[config.mk]
export PLATFORM = sky130hd
export DESIGN_NAME = sram_bist_engine
export DESIGN_NICKNAME = d
export VERILOG_FILES = /design/src/rtl/bist_pkg.sv /design/src/rtl/bist_timeout_ctr.sv /design/src/rtl/sram_bist_engine.sv
export SDC_FILE = /design/constraint.sdc
export NUM_CORES = 1
export LEC_CHECK = 0
export BUFFER_PORTS_ARGS = -buffer_cell sky130_fd_sc_hd__buf_2
export CORE_ASPECT_RATIO = 0.7
export CORE_MARGIN = 2
export CORE_UTILIZATION = 45
export CTS_CLUSTER_DIAMETER = 80
export CTS_CLUSTER_SIZE = 10
export DETAILED_ROUTE_END_ITERATION = 12
export PLACE_DENSITY = 0.7
export SETUP_SLACK_MARGIN = 0.5
export SLEW_MARGIN = 0
export SYNTH_ARGS = -nofsm -noshare
export SYNTH_HDL_FRONTEND = slang
export SYNTH_SLANG_ARGS = --single-unit
[constraint.sdc]
create_clock -name clk -period 2.05 [get_ports clk]
set_input_delay 0.1025 -clock clk [delete_from_list [all_inputs] [get_ports clk]]
set_output_delay 0.1025 -clock clk [all_outputs]
set_load 0.05 [all_outputs]
[src/rtl/bist_pkg.sv]
// Shared types and helpers for the SRAM-port BIST engine: FSM encoding,
// test-pattern generation and a saturating counter step.
package bist_pkg;

    typedef enum logic [2:0] {
        ST_IDLE    = 3'd0,
        ST_WR_REQ  = 3'd1,
        ST_WR_WAIT = 3'd2,
        ST_RD_REQ  = 3'd3,
        ST_RD_WAIT = 3'd4,
        ST_CHECK   = 3'd5
    } bist_state_e;

    // Odd sweeps use the inverted address so every data bit toggles across sweeps.
    function automatic logic [15:0] bist_pattern(input logic [15:0] addr_lo, input logic flip);
        return flip ? ~addr_lo : addr_lo;
    endfunction

    function automatic logic [15:0] sat_inc16(input logic [15:0] value);
        return (value == 16'hFFFF) ? value : value + 16'd1;
    endfunction

endpackage

[src/rtl/bist_timeout_ctr.sv]
// Per-transaction watchdog: loadable up-counter with clear and enable that
// flags expiry once it holds TIMEOUT_CYC-1.
module bist_timeout_ctr #(
    parameter int TIMEOUT_CYC = 4096,
    parameter int CW          = $clog2(TIMEOUT_CYC + 1)
) (
    input  logic          clk,
    input  logic          i_rst,
    input  logic          i_clear,
    input  logic          i_load,
    input  logic [CW-1:0] i_load_val,
    input  logic          i_enable,
    output logic          o_expired
);

    localparam logic [CW-1:0] LIMIT = CW'(TIMEOUT_CYC - 1);

    logic [CW-1:0] r_count;

    // Counting stops at the limit so the expired flag holds until cleared.
    always_ff @(posedge clk) begin
        if (i_rst) begin
            r_count <= '0;
        end else if (i_clear) begin
            r_count <= '0;
        end else if (i_load) begin
            r_count <= i_load_val;
        end else if (i_enable && !o_expired) begin
            r_count <= r_count + CW'(1);
        end
    end

    assign o_expired = (r_count == LIMIT);

endmodule

[src/rtl/sram_bist_engine.sv]
// Walks the wrapper's SRAM-like port with a fixed stride, writing a pattern,
// reading it back and comparing; tracks errors, first failure and hung transactions.
module sram_bist_engine
    import bist_pkg::*;
#(
    parameter int                ADDR_W      = 29,
    parameter int                STRIDE      = 50,
    parameter logic [ADDR_W-1:0] ADDR_MAX    = 29'h0FFFFFFF,
    parameter int                TIMEOUT_CYC = 4096
) (
    input  logic              clk,
    input  logic              i_rst,
    input  logic              i_enable,
    input  logic              i_calib_done,
    output logic [31:0]       o_addr,
    output logic              o_cs,
    output logic              o_l,
    output logic              o_u,
    output logic              o_we,
    output logic [15:0]       o_wr,
    input  logic [15:0]       i_rd,
    input  logic              i_ready,
    input  logic              i_busy,
    output logic              o_pass_pulse,
    output logic              o_fail_pulse,
    output logic [15:0]       o_err_count,
    output logic              o_first_err_valid,
    output logic [ADDR_W-1:0] o_first_err_addr,
    output logic [15:0]       o_first_err_data,
    output logic              o_timeout,
    output logic [7:0]        o_sweeps,
    output logic [2:0]        o_state
);

    localparam int                CW       = $clog2(TIMEOUT_CYC + 1);
    localparam logic [ADDR_W-1:0] STRIDE_A = ADDR_W'(STRIDE);
    localparam logic [ADDR_W-1:0] WRAP_AT  = ADDR_MAX - STRIDE_A;

    bist_state_e       r_state, w_state_next;
    logic [ADDR_W-1:0] r_cur_addr;
    logic              r_flip;
    logic              r_cs, r_we, r_lu;
    logic [ADDR_W-1:0] r_addr;
    logic [15:0]       r_wr;
    logic              r_pass, r_fail;
    logic [15:0]       r_err_count;
    logic              r_fe_valid;
    logic [ADDR_W-1:0] r_fe_addr;
    logic [15:0]       r_fe_data;
    logic              r_timeout;
    logic [7:0]        r_sweeps;

    logic              w_start_wr, w_start_rd, w_drop, w_rd_done, w_tmo, w_advance;
    logic              w_ctr_clear, w_ctr_en, w_expired;
    logic              w_wrap, w_adv_flip, w_req_flip;
    logic [ADDR_W-1:0] w_adv_addr, w_req_addr;
    logic [15:0]       w_pat;

    assign w_pat      = bist_pattern(r_cur_addr[15:0], r_flip);
    assign w_wrap     = (r_cur_addr > WRAP_AT);
    assign w_adv_addr = w_wrap ? '0 : r_cur_addr + STRIDE_A;
    assign w_adv_flip = r_flip ^ w_wrap;
    // A write launched from CHECK must already target the advanced address.
    assign w_req_addr = (r_state == ST_CHECK) ? w_adv_addr : r_cur_addr;
    assign w_req_flip = (r_state == ST_CHECK) ? w_adv_flip : r_flip;

    bist_timeout_ctr #(
        .TIMEOUT_CYC (TIMEOUT_CYC),
        .CW          (CW)
    ) u_timeout_ctr (
        .clk        (clk),
        .i_rst      (i_rst),
        .i_clear    (w_ctr_clear),
        .i_load     (1'b0),
        .i_load_val ('0),
        .i_enable   (w_ctr_en),
        .o_expired  (w_expired)
    );

    always_ff @(posedge clk) begin
        if (i_rst) begin
            r_state <= ST_IDLE;
        end else begin
            r_state <= w_state_next;
        end
    end

    // Ready has priority over both busy and the watchdog in the wait states.
    always_comb begin
        w_state_next = r_state;
        w_start_wr   = 1'b0;
        w_start_rd   = 1'b0;
        w_drop       = 1'b0;
        w_rd_done    = 1'b0;
        w_tmo        = 1'b0;
        w_advance    = 1'b0;
        w_ctr_clear  = 1'b0;
        w_ctr_en     = 1'b0;
        case (r_state)
            ST_IDLE: begin
                if (i_enable && i_calib_done && !i_busy) begin
                    w_state_next = ST_WR_REQ;
                    w_start_wr   = 1'b1;
                end
            end
            ST_WR_REQ: begin
                w_ctr_clear  = 1'b1;
                w_state_next = ST_WR_WAIT;
            end
            ST_WR_WAIT: begin
                w_ctr_en = 1'b1;
                if (i_ready) begin
                    w_drop       = 1'b1;
                    w_start_rd   = 1'b1;
                    w_state_next = ST_RD_REQ;
                end else if (w_expired) begin
                    w_drop       = 1'b1;
                    w_tmo        = 1'b1;
                    w_state_next = ST_CHECK;
                end else if (i_busy) begin
                    w_drop = 1'b1;
                end
            end
            ST_RD_REQ: begin
                w_ctr_clear  = 1'b1;
                w_state_next = ST_RD_WAIT;
            end
            ST_RD_WAIT: begin
                w_ctr_en = 1'b1;
                if (i_ready) begin
                    w_drop       = 1'b1;
                    w_rd_done    = 1'b1;
                    w_state_next = ST_CHECK;
                end else if (w_expired) begin
                    w_drop       = 1'b1;
                    w_tmo        = 1'b1;
                    w_state_next = ST_CHECK;
                end else if (i_busy) begin
                    w_drop = 1'b1;
                end
            end
            ST_CHECK: begin
                w_advance = 1'b1;
                if (i_enable) begin
                    w_state_next = ST_WR_REQ;
                    w_start_wr   = 1'b1;
                end else begin
                    w_state_next = ST_IDLE;
                end
            end
            default: w_state_next = ST_IDLE;
        endcase
    end

    // The verdict is registered on the ready edge so the strobe shows during CHECK.
    always_ff @(posedge clk) begin
        if (i_rst) begin
            r_cur_addr  <= '0;
            r_flip      <= 1'b0;
            r_cs        <= 1'b0;
            r_we        <= 1'b0;
            r_lu        <= 1'b0;
            r_addr      <= '0;
            r_wr        <= '0;
            r_pass      <= 1'b0;
            r_fail      <= 1'b0;
            r_err_count <= '0;
            r_fe_valid  <= 1'b0;
            r_fe_addr   <= '0;
            r_fe_data   <= '0;
            r_timeout   <= 1'b0;
            r_sweeps    <= '0;
        end else begin
            r_pass <= 1'b0;
            r_fail <= 1'b0;

            if (w_start_wr) begin
                r_cs   <= 1'b1;
                r_we   <= 1'b1;
                r_lu   <= 1'b1;
                r_addr <= w_req_addr;
                r_wr   <= bist_pattern(w_req_addr[15:0], w_req_flip);
            end else if (w_start_rd) begin
                r_cs   <= 1'b1;
                r_we   <= 1'b0;
                r_lu   <= 1'b1;
                r_addr <= r_cur_addr;
                r_wr   <= '0;
            end else if (w_drop) begin
                r_cs   <= 1'b0;
                r_we   <= 1'b0;
                r_lu   <= 1'b0;
                r_addr <= '0;
                r_wr   <= '0;
            end

            if (w_advance) begin
                r_cur_addr <= w_adv_addr;
                r_flip     <= w_adv_flip;
                if (w_wrap) begin
                    r_sweeps <= r_sweeps + 8'd1;
                end
            end

            if (w_rd_done) begin
                if (i_rd == w_pat) begin
                    r_pass <= 1'b1;
                end else begin
                    r_fail      <= 1'b1;
                    r_err_count <= sat_inc16(r_err_count);
                    if (!r_fe_valid) begin
                        r_fe_valid <= 1'b1;
                        r_fe_addr  <= r_cur_addr;
                        r_fe_data  <= i_rd;
                    end
                end
            end

            if (w_tmo) begin
                r_fail      <= 1'b1;
                r_timeout   <= 1'b1;
                r_err_count <= sat_inc16(r_err_count);
                if (!r_fe_valid) begin
                    r_fe_valid <= 1'b1;
                    r_fe_addr  <= r_cur_addr;
                    r_fe_data  <= '0;
                end
            end
        end
    end

    assign o_addr            = {{(32-ADDR_W){1'b0}}, r_addr};
    assign o_cs              = r_cs;
    assign o_l               = r_lu;
    assign o_u               = r_lu;
    assign o_we              = r_we;
    assign o_wr              = r_wr;
    assign o_pass_pulse      = r_pass;
    assign o_fail_pulse      = r_fail;
    assign o_err_count       = r_err_count;
    assign o_first_err_valid = r_fe_valid;
    assign o_first_err_addr  = r_fe_addr;
    assign o_first_err_data  = r_fe_data;
    assign o_timeout         = r_timeout;
    assign o_sweeps          = r_sweeps;
    assign o_state           = r_state;

endmodule

# After elaboration in Yosys (flattened, before gate mapping)
# Cells that the tools add are included.
# W data, S select, Z words.
# classes
mux,60
mul,0
div_mod_pow,0
n_shift,0
magnitude_cmp,1
reduce_logical,14
eq_ne,10
addsub,4
bitwise_logic,4
# op_table
op,count
$mux W29,10
$mux W16,14
$not A16 Y16,2
$mux W1,30
$add A29 B6 Y29 const B,1
$gt A29 B28 Y1 const B,1
$pmux W3 S6,1
$add A16 B1 Y16 const B,1
$eq A16 B16 Y1,1
$eq A16 B16 Y1 const B,1
$add A13 B1 Y13 const B,1
$eq A13 B12 Y1 const B,1
$mux W3,4
$add A8 B1 Y8 const B,1
$reduce_or A2 Y1,4
$eq A3 B2 Y1 const B,2
$eq A3 B3 Y1 const B,2
$ne A2 B2 Y1 const B,2
$reduce_and A2 Y1,2
$eq A3 B1 Y1 const B,1
$logic_and A1 B1 Y1,3
$logic_not A3 Y1,1
$reduce_bool A3 Y1,1
$logic_not A1 Y1,2
other kinds (4),4
# word_totals
mem_bits_ro,0
regBits,166
mem_bits_rw,0
in_bits,22
latch_bits,0
wordCells,109
n_memories,0

# Depth between registers and ports, before layout
# depth
ltp_word,7
depth_mapped,12
ltp_nobuf,9

# Modules after synthesis
# A second synthesis with hierarchy kept.
# hier_totals
cells_unflattened,829
hier_area_um2,7402.1
# by_module_without_submodules
module,seq_area_each_um2,cells_each,area_each_um2,n_inst
sram_bist_engine,3062.9,734,6613.8,1
bist_timeout_ctr,260.2,95,788.3,1

# Least setup slack after synthesis
# No wires, ideal clock.
# synth_timing
path_type,register -> register
startpoint,"register r_state[1], in the netlist o_state[1]"
endpoint,register (tool-made name)
path_slack_ns,-0.378
required_time_ns,1.922
stages_incl_launch_ff,11
path_buffers,3
period_less_slack_ns,2.428
setup_time_ns,0.128
t_arrival_ns,2.300
cell_sequence,dfxtp_1 buf_2 xnor2_2 nor3_4 a32oi_1 nand4_4 nand3_2 buf_12 buf_12 mux2i_1 nor2_1
# synth_rtl
element,line,source
start: declaration,sram_bist_engine.sv:39,"bist_state_e r_state, w_state_next;"
start signal: assignment,sram_bist_engine.sv:84,r_state <= w_state_next;

# Final worst setup path
# layout_timing
startpoint,register r_cur_addr[1]
endpoint,"register r_wr[15], in the netlist o_wr[15]"
# layout_via
elab_chain_len,6
word_cells_on_any_way,9
# layout_lines
element,line,source
start: declaration,sram_bist_engine.sv:40,logic [ADDR_W-1:0] r_cur_addr;
start signal: assignment,sram_bist_engine.sv:198,r_cur_addr <= w_adv_addr;
$add A29 B6 Y29 or $gt A29 B28 Y1 (tied branches),"sram_bist_engine.sv:61, sram_bist_engine.sv:60",
$mux W29,sram_bist_engine.sv:61,assign w_adv_addr = w_wrap ? '0 : r_cur_addr + STRIDE_A;
$mux W29,sram_bist_engine.sv:64,assign w_req_addr = (r_state == ST_CHECK) ? w_adv_addr : r_cur_addr;
$not A16 Y16,bist_pkg.sv:16,return flip ? ~addr_lo : addr_lo;
$mux W16 *,bist_pkg.sv:16,
$mux W16 *,sram_bist_engine.sv:177,if (w_start_wr) begin
end signal: assignment,sram_bist_engine.sv:182,"r_wr <= bist_pattern(w_req_addr[15:0], w_req_flip);"
end: declaration,sram_bist_engine.sv:44,logic [15:0] r_wr;
# Mark *: on every way between the ends. The rest lies on a longest branch, timed or not.
# A chain may end at the register's enable or synchronous reset.

==> results by group <==
CTS
  • CTS tree: done
  • CTS Buffer Depth: 2
  • CTS clk-pin slew, worst paths: around 0.070 ns
  • Clk Latency, worst-skew pair: 0.44 ns
  • Root Driver: clkbuf_16
  • Total CTS buffers: 17
  • CTS sink cnt: ~170
  • H-tree level count: 4

Timing
  • Worst slew pin tran: 0.602 ns
  • RSZ-0062 raised after global routing: yes
  • Final critical-path share of the clock period: 1.13
  • Slew Limit Fails: 0
  • Number of setup violations in the final report: 140
  • Worst slew margin: 0.596
  • FMAX: approximately 430 MHz
  • Final hold vios: 0
  • Final Skew: approximately 0.012 ns
  • Final setup margin: -0.265 ns
  • Min Clock Period, post-route: between 2 and 2.5 ns

Final layout
  • Most frequent cells in the layout: buf_2, dfxtp_1, buf_4
  • Footprint of the multi-input gates: 4730 µm²
  • Post-route cell area: 11600 µm²
  • Reg area: about 3400 µm²
  • Most common cell after layout, fill and taps aside: buf_2
  • Net count, final: about 1100
  • Fillers: between 1000 and 1500
  • Layout area overhead: 56.3%
  • Layout cells sized above 1: 0.491
  • Antenna Cells: 0
  • Final Non-Filler Cells: 1350

Power
  • Static leakage: between 4 and 5 nW
  • Net Sw Frac: 0.271
  • Internal: 0.00545 W
  • Combinational power share: 0.134
  • Clock share of power: 0.426
  • Peak VDD IR: roughly 0.55 mV
  • Power Dens Cells: 645 nW/µm²
  • Sequential Power Share: 0.440
  • Sw Pwr: 0.00202 W

Status
  • Status: finished, violations left
  • Violated checks: setup timing

Global routing
  • Overall routing resource usage: 0.264
  • Pin count of the biggest net entering global routing: 40
  • Initial antenna violation count: 0
  • First-pass GRT wire length: 36200 µm
  • Congestion Overflow GR: 0
  • Vias in the first global route: about 6800

Min path
  • Hold crit path type: in -> reg
  • Hold Path Origin: i_rst
  • Hold Path Cell Cnt: 2
  • WHS Endpoint: o_err_count[6]$_SDFFE_PP0P_

Placement
  • DPL Wire Length: between 10000 and 15000 µm
  • DP Cell Count: 1252
  • RePlAce Congestion: between 0.8 and 0.9
  • Number of port buffers: 146
  • DP Area: slightly above 9000 µm²

Setup path
  • CP required: approximately 2.4 ns
  • FF-to-FF path depth: 12
  • Critical Path End Type: register
  • Startpoint types: register
  • Worst R2R End: o_wr[15]$_SDFFE_PP0P_
  • Data arrival, critical path: 2.64 ns
  • R2r startpoint: r_cur_addr[1]$_SDFFE_PP0N_
  • R2R setup slack: -0.26 ns
  • Setup CP Type: reg -> reg
  • CP max FO: 8

Drt
  • Post-Route WL: 25300 µm
  • Antenna Nets Post-Route: 0
  • Iteration-0 DRC Markers: around 540
  • Vias per std cell: 5.47
  • First-pass DRT Iterations: 5
  • Via Count: roughly 7400
  • DRC viols: 0
  • Drt wl/cell: approximately 19 µm

Synth
  • Sequential-to-total area share from yosys stat: 0.448
  • Cell variety after synth: 69
  • Top FF cell, synth: dfxtp_1
  • Synth Register Bits: between 150 and 200
  • Syn Area/Cell: ~9 µm²
  • Synthesized instance count: around 840
  • Mapped cell area: between 7000 and 8000 µm²
  • YS warnings: 0
  • Number of enable flip-flop cells after synthesis: 0
  • Async SR Flop Fraction: 0

Die
  • Initial core utilization: 0.458
  • Core ar.: roughly 16000 µm²
  • Die W: ~160 µm
  • Die height: about 110 µm
  • I/O pin count: 150
  • Area of the die: 17500 µm²
  • Row cnt: 39

Flow run
  • Max-cap check violation count: 0
==> layout make-up <==
class	instances	share of cell area
well taps	225	0.0243
flip-flops and latches	166	0.291
clock buffers	19	0.0401
multi-input cells	592	0.409
repair buffers	317	0.220
clock inverters	13	0.0104
inverters	18	0.00616
==> power groups by stage <==
stage | Sequential, W | Combinational [W] | Clock [W]
floorplan | 0.00342 | 0.000429 | 0
global placement | 0.00337 | 0.000673 | 0
detailed placement | 0.00337 | 0.000672 | 0
CTS | 0.00329 | 0.000828 | 0.00320
global route | 0.00329 | 0.00104 | 0.00333
finish | 0.00329 | 0.00100 | 0.00318
==> per-layer routing <==
| layer | share of wire | GRT usage | vias up |
|---|---|---|---|
| li1 | - | - | 3441 |
| met1 | 0.45 | 0.382 | 3591 |
| met2 | 0.46 | 0.397 | 302 |
| met3 | 0.073 | 0.0638 | 53 |
| met4 | 0.022 | 0.0642 | 0 |
| met5 | 0 | 0 | - |
==> Yosys cell counts, types with 3 or more instances <==
master,number,area (µm²)
nor3_1,13,65.1
nor4_2,3,37.5
and2_1,3,18.8
and4_1,5,43.8
buf_4,10,75.1
and3_1,7,43.8
or3_1,10,62.6
nand2_1,88,330
buf_2,18,90.1
inv_1,17,63.8
clkbuf_1,23,86.3
nand4_1,15,93.8
nor2_1,112,420
o31ai_1,3,22.5
xor2_1,39,342
xnor2_1,36,315
ha_1,5,62.6
nand3_1,37,185
o21ai_0,16,80.1
mux2i_1,34,340
nor4_1,3,18.8
nand3b_1,3,22.5
a31oi_1,5,31.3
o22ai_1,25,156
dfxtp_1,166,3320
o21ai_1,11,55.1
nor2b_1,4,25.0
nand3_2,3,30.0
a21oi_1,37,185
o311ai_0,3,26.3
a22oi_1,26,195
clkbuf_2,4,20.0
a21o_1,3,22.5
==> repair_timing <==
item	in CTS	in global routing
gates cloned	10	2
hold buffers	15	0
gates resized for setup	138	107
pin swaps	73	37
setup buffers	27	12
hold endpoints to repair	15	0
endpoints found under the setup margin	162	165
==> through the flow <==
stage          power, W  setup WS (ns)  hold WS, ns  setup TNS, ns  utilization
3_3_place_gp    0.00404         -0.104        0.380          -4.68        0.567
2_1_floorplan   0.00385        -0.0373        0.239         -0.220            -
4_1_cts         0.00732         -0.154       0.0251          -7.29        0.677
5_1_grt         0.00767         -0.302       0.0475         -27.05        0.715
3_5_place_dp    0.00404         -0.160        0.384          -9.09        0.567
6_report        0.00747         -0.265       0.0441         -17.86        0.715
==> kinds of logic (layout without fill, tap and decap cells) <==
logic type                 Yosys count  in the layout  share of synthesized area
buffers and inverters               79            367                     0.0552
adders and majority gates            6              6                    0.00979
xor gates and xnor gates            77             77                     0.0945
and+or+nand+nor                    326            326                      0.217
DFF                                166            166                      0.448
other                                1              3                   0.000506
AOI/OAI and AO/OA                  144            144                      0.126
muxes                               36             36                     0.0490
==> how the worst max path moves through the flow <==
stage	end	startpoint
after CTS	o_err_count[8]$_SDFFE_PP0P_	u_timeout_ctr.r_count[0]$_SDFFE_PP0P_
after global routing	o_wr[3]$_SDFFE_PP0P_	r_cur_addr[1]$_SDFFE_PP0N_
after global placement	r_addr[26]$_SDFFE_PP0P_	r_cur_addr[1]$_SDFFE_PP0N_
after detailed placement	o_err_count[8]$_SDFFE_PP0P_	u_timeout_ctr.r_count[0]$_SDFFE_PP0P_
after floorplan	o_err_count[15]$_SDFFE_PP0P_	o_state[1]$_SDFFE_PP0P_
final	o_wr[15]$_SDFFE_PP0P_	r_cur_addr[1]$_SDFFE_PP0N_
==> worst max-delay path, stage by stage (launching register included) <==
cell and delay, ns:
dfxtp_4 0.38, inv_4 0.04, ha_4 0.14, a21o_1 0.19
a311oi_4 0.36, nor4b_4 0.09, o21ai_2 0.23, buf_4 0.15
buf_6 0.12, buf_12 0.15, nand2_2 0.07, xnor2_2 0.20
o21ai_1 0.07
Power figures use the tool's default switching activity.
